File: src/rtl/mdu_seq_if.sv
// mdu_seq_if: issue and result bus between the core and the multiply/divide unit
interface mdu_seq_if #(parameter int WIDTH = 32) ();
    logic             start;
    logic [1:0]       func;
    logic [WIDTH-1:0] inA;
    logic [WIDTH-1:0] inB;
    logic             busy;
    logic             done;
    logic [WIDTH-1:0] hi;
    logic [WIDTH-1:0] lo;
    logic             div_zero;
    modport master (output start, func, inA, inB, input busy, done, hi, lo, div_zero);
    modport slave (input start, func, inA, inB, output busy, done, hi, lo, div_zero);
endinterface

File: src/rtl/mdu_seq.sv
// mdu_seq: iterative MULT/MULTU/DIV/DIVU unit, one bit per cycle on magnitudes, sign fixed at the end
module mdu_seq #(parameter int WIDTH = 32) (
    input logic clk,
    input logic rst_n,
    mdu_seq_if.slave bus
);
    typedef enum logic [1:0] {IDLE, CALC, SIGN, DONE} state_t;
    localparam int CW = $clog2(WIDTH);
    state_t             state;
    logic [1:0]         fn;
    logic               sa, sb;
    logic [WIDTH-1:0]   a_raw, b_mag, a_mag, rem_sub, quo, rem;
    logic [2*WIDTH-1:0] acc, acc_next, prod;
    logic [CW-1:0]      cnt;
    logic [WIDTH:0]     add_sum, rem_try;
    logic               neg_a, neg_b, fits, flip;
    // acc holds {upper partial product, multiplier} or {remainder, dividend/quotient}
    always_comb begin
        neg_a = ~bus.func[0] & bus.inA[WIDTH-1];
        neg_b = ~bus.func[0] & bus.inB[WIDTH-1];
        a_mag = neg_a ? -bus.inA : bus.inA;
        add_sum = {1'b0, acc[2*WIDTH-1:WIDTH]} + (acc[0] ? {1'b0, b_mag} : '0);
        rem_try = acc[2*WIDTH-1:WIDTH-1];
        rem_sub = rem_try[WIDTH-1:0] - b_mag;
        fits = rem_try >= {1'b0, b_mag};
        acc_next = fn[1] ? {fits ? rem_sub : rem_try[WIDTH-1:0], acc[WIDTH-2:0], fits}
                         : {add_sum, acc[WIDTH-1:1]};
        flip = ~fn[0] & (sa ^ sb);
        prod = flip ? -acc : acc;
        quo = flip ? -acc[WIDTH-1:0] : acc[WIDTH-1:0];
        rem = (~fn[0] & sa) ? -acc[2*WIDTH-1:WIDTH] : acc[2*WIDTH-1:WIDTH];
    end
    always_ff @(posedge clk) begin
        if (!rst_n) begin
            state <= IDLE;
            bus.busy <= 1'b0;
            bus.done <= 1'b0;
            bus.hi <= '0;
            bus.lo <= '0;
            bus.div_zero <= 1'b0;
        end else begin
            bus.done <= 1'b0;
            case (state)
                IDLE: if (bus.start) begin
                    fn <= bus.func;
                    sa <= neg_a;
                    sb <= neg_b;
                    a_raw <= bus.inA;
                    b_mag <= neg_b ? -bus.inB : bus.inB;
                    acc <= {{WIDTH{1'b0}}, a_mag};
                    cnt <= '0;
                    bus.div_zero <= 1'b0;
                    bus.busy <= 1'b1;
                    state <= CALC;
                end
                CALC: begin
                    acc <= acc_next;
                    cnt <= cnt + CW'(1);
                    state <= (cnt == CW'(WIDTH - 1)) ? SIGN : CALC;
                end
                SIGN: begin
                    // divide by zero reports the dividend unchanged and an all-ones quotient
                    if (fn[1] && b_mag == '0) begin
                        bus.hi <= a_raw;
                        bus.lo <= '1;
                        bus.div_zero <= 1'b1;
                    end else begin
                        bus.hi <= fn[1] ? rem : prod[2*WIDTH-1:WIDTH];
                        bus.lo <= fn[1] ? quo : prod[WIDTH-1:0];
                    end
                    bus.busy <= 1'b0;
                    bus.done <= 1'b1;
                    state <= DONE;
                end
                DONE: state <= IDLE;
            endcase
        end
    end
endmodule

File: src/flat_wrapper.sv
// flat-port wrapper written by rule: the top's interface ports become plain ports
module mdu_seq_flat 
#(parameter int WIDTH = 32)
  (clk, rst_n, bus_start, bus_func, bus_inA, bus_inB, bus_busy, bus_done, bus_hi, bus_lo, bus_div_zero);
  mdu_seq_if #(.WIDTH(WIDTH)) bus_i ();
  input logic clk;
  input logic rst_n;
  input wire logic [$bits(bus_i.start)-1:0] bus_start;
  input wire logic [$bits(bus_i.func)-1:0] bus_func;
  input wire logic [$bits(bus_i.inA)-1:0] bus_inA;
  input wire logic [$bits(bus_i.inB)-1:0] bus_inB;
  output wire logic [$bits(bus_i.busy)-1:0] bus_busy;
  output wire logic [$bits(bus_i.done)-1:0] bus_done;
  output wire logic [$bits(bus_i.hi)-1:0] bus_hi;
  output wire logic [$bits(bus_i.lo)-1:0] bus_lo;
  output wire logic [$bits(bus_i.div_zero)-1:0] bus_div_zero;
  assign bus_i.start = bus_start;
  assign bus_i.func = bus_func;
  assign bus_i.inA = bus_inA;
  assign bus_i.inB = bus_inB;
  assign bus_busy = bus_i.busy;
  assign bus_done = bus_i.done;
  assign bus_hi = bus_i.hi;
  assign bus_lo = bus_i.lo;
  assign bus_div_zero = bus_i.div_zero;
  mdu_seq #(.WIDTH(WIDTH)) u_core (.clk(clk), .rst_n(rst_n), .bus(bus_i));
endmodule
File: config.mk
export PLATFORM = sky130hd
export DESIGN_NAME = mdu_seq_flat
export DESIGN_NICKNAME = d
export VERILOG_FILES = /design/src/rtl/mdu_seq_if.sv /design/src/rtl/mdu_seq.sv /design/src/flat_wrapper.sv
export SDC_FILE = /design/constraint.sdc
export NUM_CORES = 1
export LEC_CHECK = 0
export CAP_MARGIN = 20
export CORE_AREA = 2 2 179 164
export CTS_CLUSTER_SIZE = 14
export DETAILED_ROUTE_END_ITERATION = 7
export DIE_AREA = 0 0 181 166
export HOLD_SLACK_MARGIN = 0.12
export PLACE_DENSITY_LB_ADDON = 0.3
export SLEW_MARGIN = 20
export SYNTH_ARGS = -nofsm -noshare
export SYNTH_HDL_FRONTEND = slang
export SYNTH_SLANG_ARGS = --single-unit
File: constraint.sdc
create_clock -name clk -period 10.05 [get_ports clk]
set_clock_uncertainty 0.1 [all_clocks]
set_input_delay 1.005 -clock clk [delete_from_list [all_inputs] [get_ports clk]]
set_output_delay 1.005 -clock clk [all_outputs]
set_load 0.01 [all_outputs]
==> results.txt, run 1 <==
drt total wl = 47,100 um
Fillers = 2,528
vias per cell = 6.38
Final Power = 2.55 mW
Slew Viols, Final = 0
non-filler instance count after layout = 2,191
Psw = 0.811 mW
synth top area cells = edfxtp_1 28%, dfxtp_1 9.4%, a21oi_1 6.2%
setup TNS = 0 ps
die height = 166 um
Buf/Inv on CP = 1
Die X = 181 um
CTS H-Tree Depth = 1
r2r endpoint = u_core.acc[36]
fin nets = 1,948
Syn-to-layout area delta = 16.2%
worst slew pin tran = 1080 ps
Gates resized, CTS repair = 0
Post-synth top flop = edfxtp_1
delay-heaviest family, CP = compound AO/OA/AOI/OAI gates
CP startpoint kind = flop
leading area contributor after synthesis = edfxtp_1
Area after DPL = 16,300 um2
design area = 17,100 um2
RSZ-0062 raised after global routing = no
total grt overflow = 0
final hold slack = 348 ps
CP startpoint = u_core.acc[46]
commonest cells after routing, fill and taps aside = 182 x a21oi_1, 165 x nor2_1, 153 x nand2_1, 137 x edfxtp_1, 135 x clkdlybuf4s50_1
CP Max Fanout = 31
Cell Chain, Critical Path = ha_1 -> nand4_1 -> or4_1 -> a21o_1 -> a311oi_2 -> o21ai_2 -> o31ai_4 -> buf_4 -> o21ai_0 -> o211ai_1 -> a21oi_1
area taken by multi-input logic gates = 8660 um2
Post-CTS Hold Buffers = 0
crit end category = flop
Initial Utilization = 0.520
post-CTS setup buffers = 0
asr flop ratio synth = 0
Num Clock Sinks = 206
register area share after synthesis = 0.373
Reg area = 5500 um2
first-pass GRT wire length = 73,500 um
DP HPWL = 34,700 um
max incr delay on CP = 580 ps
Yosys cell types = 73
# DRC = 0
antenna viol nets, final = 0
Critical Path AT = 4470 ps
Synth Area per Inst = 8.58 um2
Root Driver = clkbuf_16
share of cells above drive strength 1 = 0.0405
maximum vdd ir drop = 153 uV
Worst R2R Path Depth = 11
achievable frequency = 231 MHz
clock buffer depth = 3
Synth warnings = 0
Critical path destination = u_core.acc[36]
LEAKAGE = 6.45 nW
# rows = 59
# Max-Cap Violations = 0
Worst-path clk slew = 60 ps
initial antenna violation count = 2
total CTS buffers = 25
Reg power frac = 0.406
clock share of power = 0.346
Mapped Cells = 1,717
R2R Path Start = u_core.acc[46]
Final period util = 0.430
Sw Share = 0.318
mapped cell area = 14,700 um2
headroom to the max-slew limit = 0.280
Worst R2R Setup Slack = 5730 ps
stages on the worst setup path = 11
I/O Buffers = 135
Tmin final = 4320 ps
Total Routing Usage GR = 0.307
gpl congestion = 0.959
status = completed
WP data required = 10,200 ps
core area = 28,300 um2
Logic pwr share = 0.248
die area = 30,000 um2
largest net degree at the start of global routing = 86
final setup fails = 0
pwr/cell area = 149 nW/um2
internal power = 1.74 mW
wire length per cell = 21.5 um
Syn Nets = 1,858
via count = 14.0k
slowest cell on the critical path = edfxtp_1
worst skew pair latency = 530 ps
Hold Fails Final Rpt = 0
vias in the first global route = 13.1k
cell count after placement = 2,146
Antenna Cells = 0
DRT iter0 DRCs = 1,542
Post-synth EDFFs = 137
CTS tree = done
worst hold path class = reg2reg
flops & latches, synth = 206
DRT Pass-1 Iters = 6
I/O pins = 136
top-area cell type share of the netlist area = 0.279
kind of critical path = reg2reg
most common cell after layout, fill and taps aside = a21oi_1
power groups by stage:
stage	clock [mW]	sequential, mW	combinational, mW
floorplan	0	1.02	0.452
finish	0.881	1.04	0.632
global placement	0	1.05	0.609
CTS	0.888	1.03	0.620
global route	0.914	1.04	0.693
detailed placement	0	1.05	0.615
sequential cells by signal, indices dropped and copies added, names as in the netlist, named ones only:
signal / flops
u_core.bus.lo: 32
u_core.b_mag: 32
u_core.bus.hi: 32
u_core.state: 1
u_core.a_raw: 32
u_core.acc: 64
u_core.sb: 1
u_core.fn: 2
u_core.sa: 1
u_core.bus.busy: 1
u_core.bus.div_zero: 1
u_core.cnt: 5
u_core.bus.done: 1
stage by stage:
step | utilization | setup slack, ps
2_1_floorplan | - | 332
3_3_place_gp | 0.576 | 5630
3_5_place_dp | 0.576 | 5510
4_1_cts | 0.604 | 5510
5_1_grt | 0.604 | 5500
6_report | 0.604 | 5730
cell families (layout without fill, tap and decap cells):
group	Yosys count	after routing	share of synthesized area
AOI/OAI and AO/OA	526	526	0.219
muxes	31	31	0.0211
adders and majority gates	72	72	0.0622
DFF	206	206	0.373
buffers and inverters	152	260	0.0413
and+or+nand+nor	556	556	0.180
xor gates and xnor gates	174	174	0.103
worst register-to-register path: stages (launching register included):
cell      delay (ps)
edfxtp_1         580
ha_1             480
nand4_1          170
or4_1            510
a21o_1           240
a311oi_2         470
o21ai_2          170
o31ai_4          490
buf_4            440
o21ai_0          180
o211ai_1         140
a21oi_1           90
cell usage after synthesis, types with 17 or more instances:
master    number
a21oi_1      182
nor2_1       166
nand2_1      153
edfxtp_1     137
o21ai_0      127
xnor2_1       98
xor2_1        76
clkbuf_1      74
ha_1          70
dfxtp_1       69
inv_1         63
nand3_1       51
a31oi_1       37
a21o_1        31
mux2i_1       31
nor3_1        29
nor4_1        27
a211oi_1      26
nor2b_1       20
nand2b_1      18
and3_1        17
o211ai_1      17
cell type report:
type / instances / area share
Inverter: 64 / 0.0140
Timing Repair Buffer: 151 / 0.0860
Tap cell: 366 / 0.0268
Clock inverter: 7 / 0.00227
Clock buffer: 38 / 0.0443
Sequential cell: 206 / 0.321
Multi-Input combinational cell: 1359 / 0.506
how the worst min path moves through the flow:
stage                      start           endpoint  slack [ps]  depth (start not counted)
2_1_floorplan  u_core.bus.hi[29]  u_core.bus.hi[29]         380                          2
3_3_place_gp   u_core.bus.hi[29]  u_core.bus.hi[29]         340                          2
3_5_place_dp   u_core.bus.hi[29]  u_core.bus.hi[29]         340                          2
4_1_cts        u_core.bus.hi[29]  u_core.bus.hi[29]         350                          2
5_1_grt        u_core.bus.hi[29]  u_core.bus.hi[29]         370                          2
6_report       u_core.bus.hi[29]  u_core.bus.hi[29]         350                          2
layer usage:
layer,vias to the layer above,GRT usage,part of all wire
met5,-,0,0.00062
met1,6667,0.441,0.44
met3,122,0.0649,0.10
met2,713,0.461,0.43
li1,6483,-,-
met4,4,0.103,0.034
Power figures use the tool's default switching activity.
==> inputs of run 2 (changes only) <==
- CORE_AREA: 2 2 179 164 -> 2 2 170 155
- DIE_AREA: 0 0 181 166 -> 0 0 172 157
- clock period: 10.05 -> 4.1 ns (I/O delays scaled with it)
==> run 2 against run 1 <==
Effect of this change:
- register-to-register slack worse by 5600 ps
- die area shrank 10%
- maximum frequency is 9.7% higher
- worst setup slack got worse by 5600 ps
- count of clock-buffer cells in the layout is 4 lower
- sequential cell count unchanged
- combinational power increased to 2.6 times the previous value
- critical path type unchanged
- critical endpoint is now u_core.bus.hi[29]
- largest power group unchanged
- highest routed layer is now met4
==> results.txt, run 2 (same netlist as run 1, synthesis figures left out) <==
die area = 27,000 um2 (-10%)
Die X = 172 um (-5.0%)
kind of critical path = reg2reg
r2r endpoint = u_core.bus.hi[29]
first-pass GRT wire length = 73,100 um (-0.52%)
crit end category = flop
Num Clock Sinks = 206 (unchanged)
drt total wl = 47,700 um (+1.3%)
worst skew pair latency = 520 ps (about the same)
Critical path destination = u_core.bus.hi[29]
Gates resized, CTS repair = 0 (unchanged)
Post-CTS Hold Buffers = 0 (unchanged)
Initial Utilization = 0.588 (+0.0684)
slowest cell on the critical path = or4_1
maximum vdd ir drop = 296 uV (+94%)
DRT iter0 DRCs = 1,704 (+11%)
vias per cell = 6.41 (+0.44%)
via count = 14.1k (+0.66%)
most common cell after layout, fill and taps aside = a21oi_1
Syn-to-layout area delta = 17.8%
LEAKAGE = 6.58 nW (+2.1%)
die height = 157 um (-5.4%)
Hold Fails Final Rpt = 0 (unchanged)
max incr delay on CP = 620 ps (+40 ps)
CP dominant cell by count = a41oi_1
Slew Viols, Final = 0 (unchanged)
final core occ = 0.693 (+0.0887)
antenna viol nets, final = 0 (unchanged)
# rows = 55 (-6.8%)
Cell Chain, Critical Path = or4_1 -> nor4bb_1 -> buf_4 -> a41oi_1 -> nor4_1 -> a41oi_1 -> xnor2_1 -> o21ai_0 -> nand2_1 -> a21oi_1
Total Routing Usage GR = 0.349 (+0.0424)
# DRC = 0 (unchanged)
total CTS buffers = 23 (-8.0%)
setup TNS = 0 ps (unchanged)
Fillers = 2,077 (-18%)
share of cells above drive strength 1 = 0.0550 (+0.0145)
Worst R2R Path Depth = 10 (-1)
CP startpoint = u_core.acc[8]
CP Max Fanout = 9 (-71%)
max reg flops = 64 (unchanged)
I/O pins = 136 (unchanged)
fin nets = 1,978 (+1.5%)
CP startpoint kind = flop
core area = 25,000 um2 (-12%)
RSZ-0062 raised after global routing = no
wire length per cell = 21.7 um (+1.0%)
worst slew pin tran = 1020 ps (-59.7 ps)
Worst R2R Setup Slack = 160 ps (-5570 ps)
Most flops, register = u_core.acc
Final period util = 0.961 (+0.531)
R2R Path Start = u_core.acc[8]
worst hold path class = in2reg
DP HPWL = 35,600 um (+2.7%)
post-CTS setup buffers = 0 (unchanged)
status = completed
Area after DPL = 16,600 um2 (+1.5%)
clock buffer depth = 3 (unchanged)
headroom to the max-slew limit = 0.320 (+0.0398)
Final Power = 6.21 mW (+140%)
commonest cells after routing, fill and taps aside = 182 x a21oi_1, 165 x nor2_1, 153 x nand2_1, 137 x edfxtp_1, 135 x clkdlybuf4s50_1
Tmin final = 3940 ps (-383 ps)
initial antenna violation count = 1 (-1)
I/O Buffers = 135 (unchanged)
gpl congestion = 0.988 (+3.0%)
achievable frequency = 254 MHz (+9.7%)
Root Driver = clkbuf_16
Worst-path clk slew = 60 ps (about the same)
vias in the first global route = 12.9k (-2.0%)
largest net degree at the start of global routing = 110 (+28%)
DRT Pass-1 Iters = 7 (+1)
# Max-Cap Violations = 0 (unchanged)
WP data required = 4440 ps (-5760 ps)
CTS H-Tree Depth = 1 (unchanged)
design area = 17,300 um2 (+1.3%)
final setup fails = 0 (unchanged)
pwr/cell area = 358 nW/um2 (+140%)
total grt overflow = 0 (unchanged)
Critical Path AT = 4280 ps (-190 ps)
CTS tree = done
[run 2: area by class of cell]
cell class,count,area (um2),area share
antenna,1,2.50,0.000144
clock buffer,34,684,0.0395
clock inverter,7,65.1,0.00375
inverter,64,244,0.0141
multi-input combinational,1359,8670,0.500
sequential,206,5500,0.317
tap,342,428,0.0247
timing repair buffer,182,1750,0.101
timing repair inverter,1,5.00,0.000288
[run 2: metrics by stage]
step	setup WS [ps]	std cells	hold WS, ps
CTS	92.2	2193	352
detailed placement	103	2152	351
global route	93.7	2195	364
floorplan	-168	1717	376
finish	161	2196	358
global placement	220	2152	344
[run 2: worst min path at each step]
stage,from,end,cells after the start
after global routing,u_core.bus.hi[29],u_core.bus.hi[29],2
after global placement,u_core.bus.hi[29],u_core.bus.hi[29],2
after CTS,bus_func[1],u_core.fn[1],1
final,bus_func[1],u_core.fn[1],1
after detailed placement,u_core.bus.hi[29],u_core.bus.hi[29],2
after floorplan,u_core.bus.hi[29],u_core.bus.hi[29],2
[run 2: layer usage]
metal,up-vias,share of wire,track usage
met5,-,0,0
met4,0,0.022,0.0868
met3,86,0.12,0.0825
met2,823,0.43,0.521
met1,6603,0.43,0.511
li1,6570,-,-
[run 2: report_power, final]
group / internal (mW) / switching (mW) / total, mW
Combinational: 0.650 / 0.968 / 1.62
Clock: 1.22 / 0.859 / 2.08
Sequential: 2.37 / 0.144 / 2.51
Total: 4.24 / 1.97 / 6.21
[run 2: critical path, delay by kind of cell (launching register included)]
| family | cells | cell delay, ps |
|---|---|---|
| AO/OA/AOI/OAI | 4 | 1340 |
| XOR/XNOR | 1 | 170 |
| buffers and inverters | 1 | 220 |
| flip-flops | 1 | 500 |
| AND/OR/NAND/NOR | 4 | 1540 |
==> inputs of run 3 (changes only) <==
- CORE_AREA: 2 2 170 155 -> 2 2 184 168
- DIE_AREA: 0 0 172 157 -> 0 0 186 170
- GPL_TIMING_DRIVEN: default -> 0
- SKIP_CTS_REPAIR_TIMING: default -> 1
==> run 3 against run 2 <==
Effect of this change:
- combinational power rose by 4%
- critical path depth rose by 3
- power down 1.0%
- non-clock buffer count rose by 54
- wire length rose by 12%
- via count increased by 3.2%
- worst setup slack got worse by 23 ps
- highest routed layer unchanged
==> results.txt, run 3 (same netlist as run 1, synthesis figures left out) <==
cell count after placement = 2,262 (+5.1%)
pwr/cell area = 351 nW/um2 (-1.9%)
antenna viol nets, final = 0 (unchanged)
grt peak-use layer = met1
Buf/Inv on CP = 2 (+1)
Area after DPL = 16,700 um2 (+0.83%)
gpl congestion = 1.01 (+2.2%)
achievable frequency = 252 MHz (-0.58%)
vias per cell = 6.30 (-1.8%)
status = completed
DP HPWL = 41,500 um (+17%)
GR Util met3 = 0.0877 (+0.00526)
kind of critical path = reg2reg
CP Max Fanout = 10 (+1)
core area = 29,700 um2 (+18%)
final core occ = 0.590 (-0.102)
vias in the first global route = 13.6k (+5.8%)
worst slew pin tran = 1100 ps (+82.7 ps)
Hold Fails Final Rpt = 0 (unchanged)
non-filler instance count after layout = 2,309 (+5.1%)
total CTS buffers = 23 (unchanged)
setup TNS = 0 ps (unchanged)
Antenna Cells = 0 (-1)
worst skew pair latency = 520 ps (about the same)
Final period util = 0.966 (+0.00557)
Syn-to-layout area delta = 18.8%
Worst-path clk slew = 60 ps (about the same)
first-pass GRT wire length = 80,600 um (+10%)
DRT iter0 DRCs = 2,133 (+25%)
maximum vdd ir drop = 251 uV (-15%)
Tmin final = 3960 ps (+22.8 ps)
share of cells above drive strength 1 = 0.0467 (-0.00835)
max incr delay on CP = 480 ps (-140 ps)
CTS H-Tree Depth = 1 (unchanged)
clock buffer depth = 3 (unchanged)
fin nets = 2,031 (+2.7%)
initial antenna violation count = 1 (unchanged)
largest net degree at the start of global routing = 42 (-62%)
# Max-Cap Violations = 0 (unchanged)
worst hold path class = reg2reg
die area = 31,600 um2 (+17%)
CP startpoint kind = flop
Cell Chain, Critical Path = clkinvlp_4 -> clkbuf_2 -> nor2_1 -> ha_1 -> o21a_1 -> or2_2 -> a31oi_1 -> o22ai_1 -> nor2_1 -> o21ai_1 -> a311oi_2 -> xor2_1 -> o22ai_1
LEAKAGE = 6.54 nW (-0.64%)
CTS tree = done
Total Routing Usage GR = 0.336 (-0.0132)
delay-heaviest family, CP = compound AO/OA/AOI/OAI gates
Die X = 186 um (+8.1%)
Root Driver = clkbuf_16
I/O Buffers = 135 (unchanged)
final setup fails = 0 (unchanged)
headroom to the max-slew limit = 0.263 (-0.0568)
slowest cell on the critical path = edfxtp_1
Slew Viols, Final = 0 (unchanged)
final hold slack = 360 ps (+1.78 ps)
wire length per cell = 23.2 um (+6.5%)
# rows = 60 (+9.1%)
drt total wl = 53,500 um (+12%)
Most flops, register = u_core.acc
WP data required = 4260 ps (-180 ps)
Fillers = 2,664 (+28%)
GR met2 Demand/Resource = 0.482 (-0.0386)
I/O pins = 136 (unchanged)
commonest cells after routing, fill and taps aside = 180 x a21oi_1, 166 x nor2_1, 153 x nand2_1, 137 x edfxtp_1, 135 x clkdlybuf4s50_1
GR Util met1 = 0.501 (-0.00985)
# DRC = 0 (unchanged)
via count = 14.5k (+3.2%)
max reg flops = 64 (unchanged)
design area = 17,500 um2 (+0.87%)
DRT Pass-1 Iters = 6 (-1)
crit end category = flop
total grt overflow = 0 (unchanged)
die height = 170 um (+8.3%)
Critical Path AT = 4130 ps (-150 ps)
most common cell after layout, fill and taps aside = a21oi_1
Initial Utilization = 0.497 (-0.0913)
Num Clock Sinks = 206 (unchanged)
[run 3: power by group]
group | internal, mW | switching (mW) | leakage, nW
clock | 1.05 | 0.879 | 0.335
sequential | 2.37 | 0.160 | 1.85
combinational | 0.658 | 1.03 | 4.35
[run 3: area by class of cell]
| cell class | instances | area [um2] | share of cell area |
|---|---|---|---|
| Buffer | 87 | 367 | 0.0210 |
| Clock buffer | 28 | 604 | 0.0345 |
| Clock inverter | 13 | 78.8 | 0.00450 |
| Inverter | 64 | 244 | 0.0139 |
| Multi-Input combinational cell | 1359 | 8710 | 0.498 |
| Sequential cell | 206 | 5500 | 0.314 |
| Tap cell | 403 | 504 | 0.0288 |
| Timing Repair Buffer | 149 | 1490 | 0.0852 |
[run 3: stage by stage]
| stage | total power [mW] | worst slack (ps) |
|---|---|---|
| CTS | 6.07 | -267 |
| floorplan | 3.61 | -168 |
| global placement | 4.14 | -2100 |
| finish | 6.14 | 138 |
| global route | 6.37 | -22.4 |
| detailed placement | 4.16 | -229 |
[run 3: routing by layer]
metal,share of wire,wire length (um)
met1,0.43,23200
met4,0.023,1250
met2,0.41,21700
met5,0,0
met3,0.14,7280
[run 3: final timing paths]
check                                        from           endpoint  slack (ps)  cells after the start
worst min register to register  u_core.bus.hi[29]  u_core.bus.hi[29]         360                      2
worst min-delay path            u_core.bus.hi[29]  u_core.bus.hi[29]         360                      2
worst max-delay path                u_core.acc[0]     u_core.acc[60]         140                     13
worst max register to register      u_core.acc[0]     u_core.acc[60]         140                     13
[run 3: worst register-to-register path: stages (launching register included)]
cell,delay [ps]
edfxtp_1,480
clkinvlp_4,210
clkbuf_2,230
nor2_1,140
ha_1,270
o21a_1,250
or2_2,300
a31oi_1,250
o22ai_1,190
nor2_1,310
o21ai_1,290
a311oi_2,380
xor2_1,190
o22ai_1,110
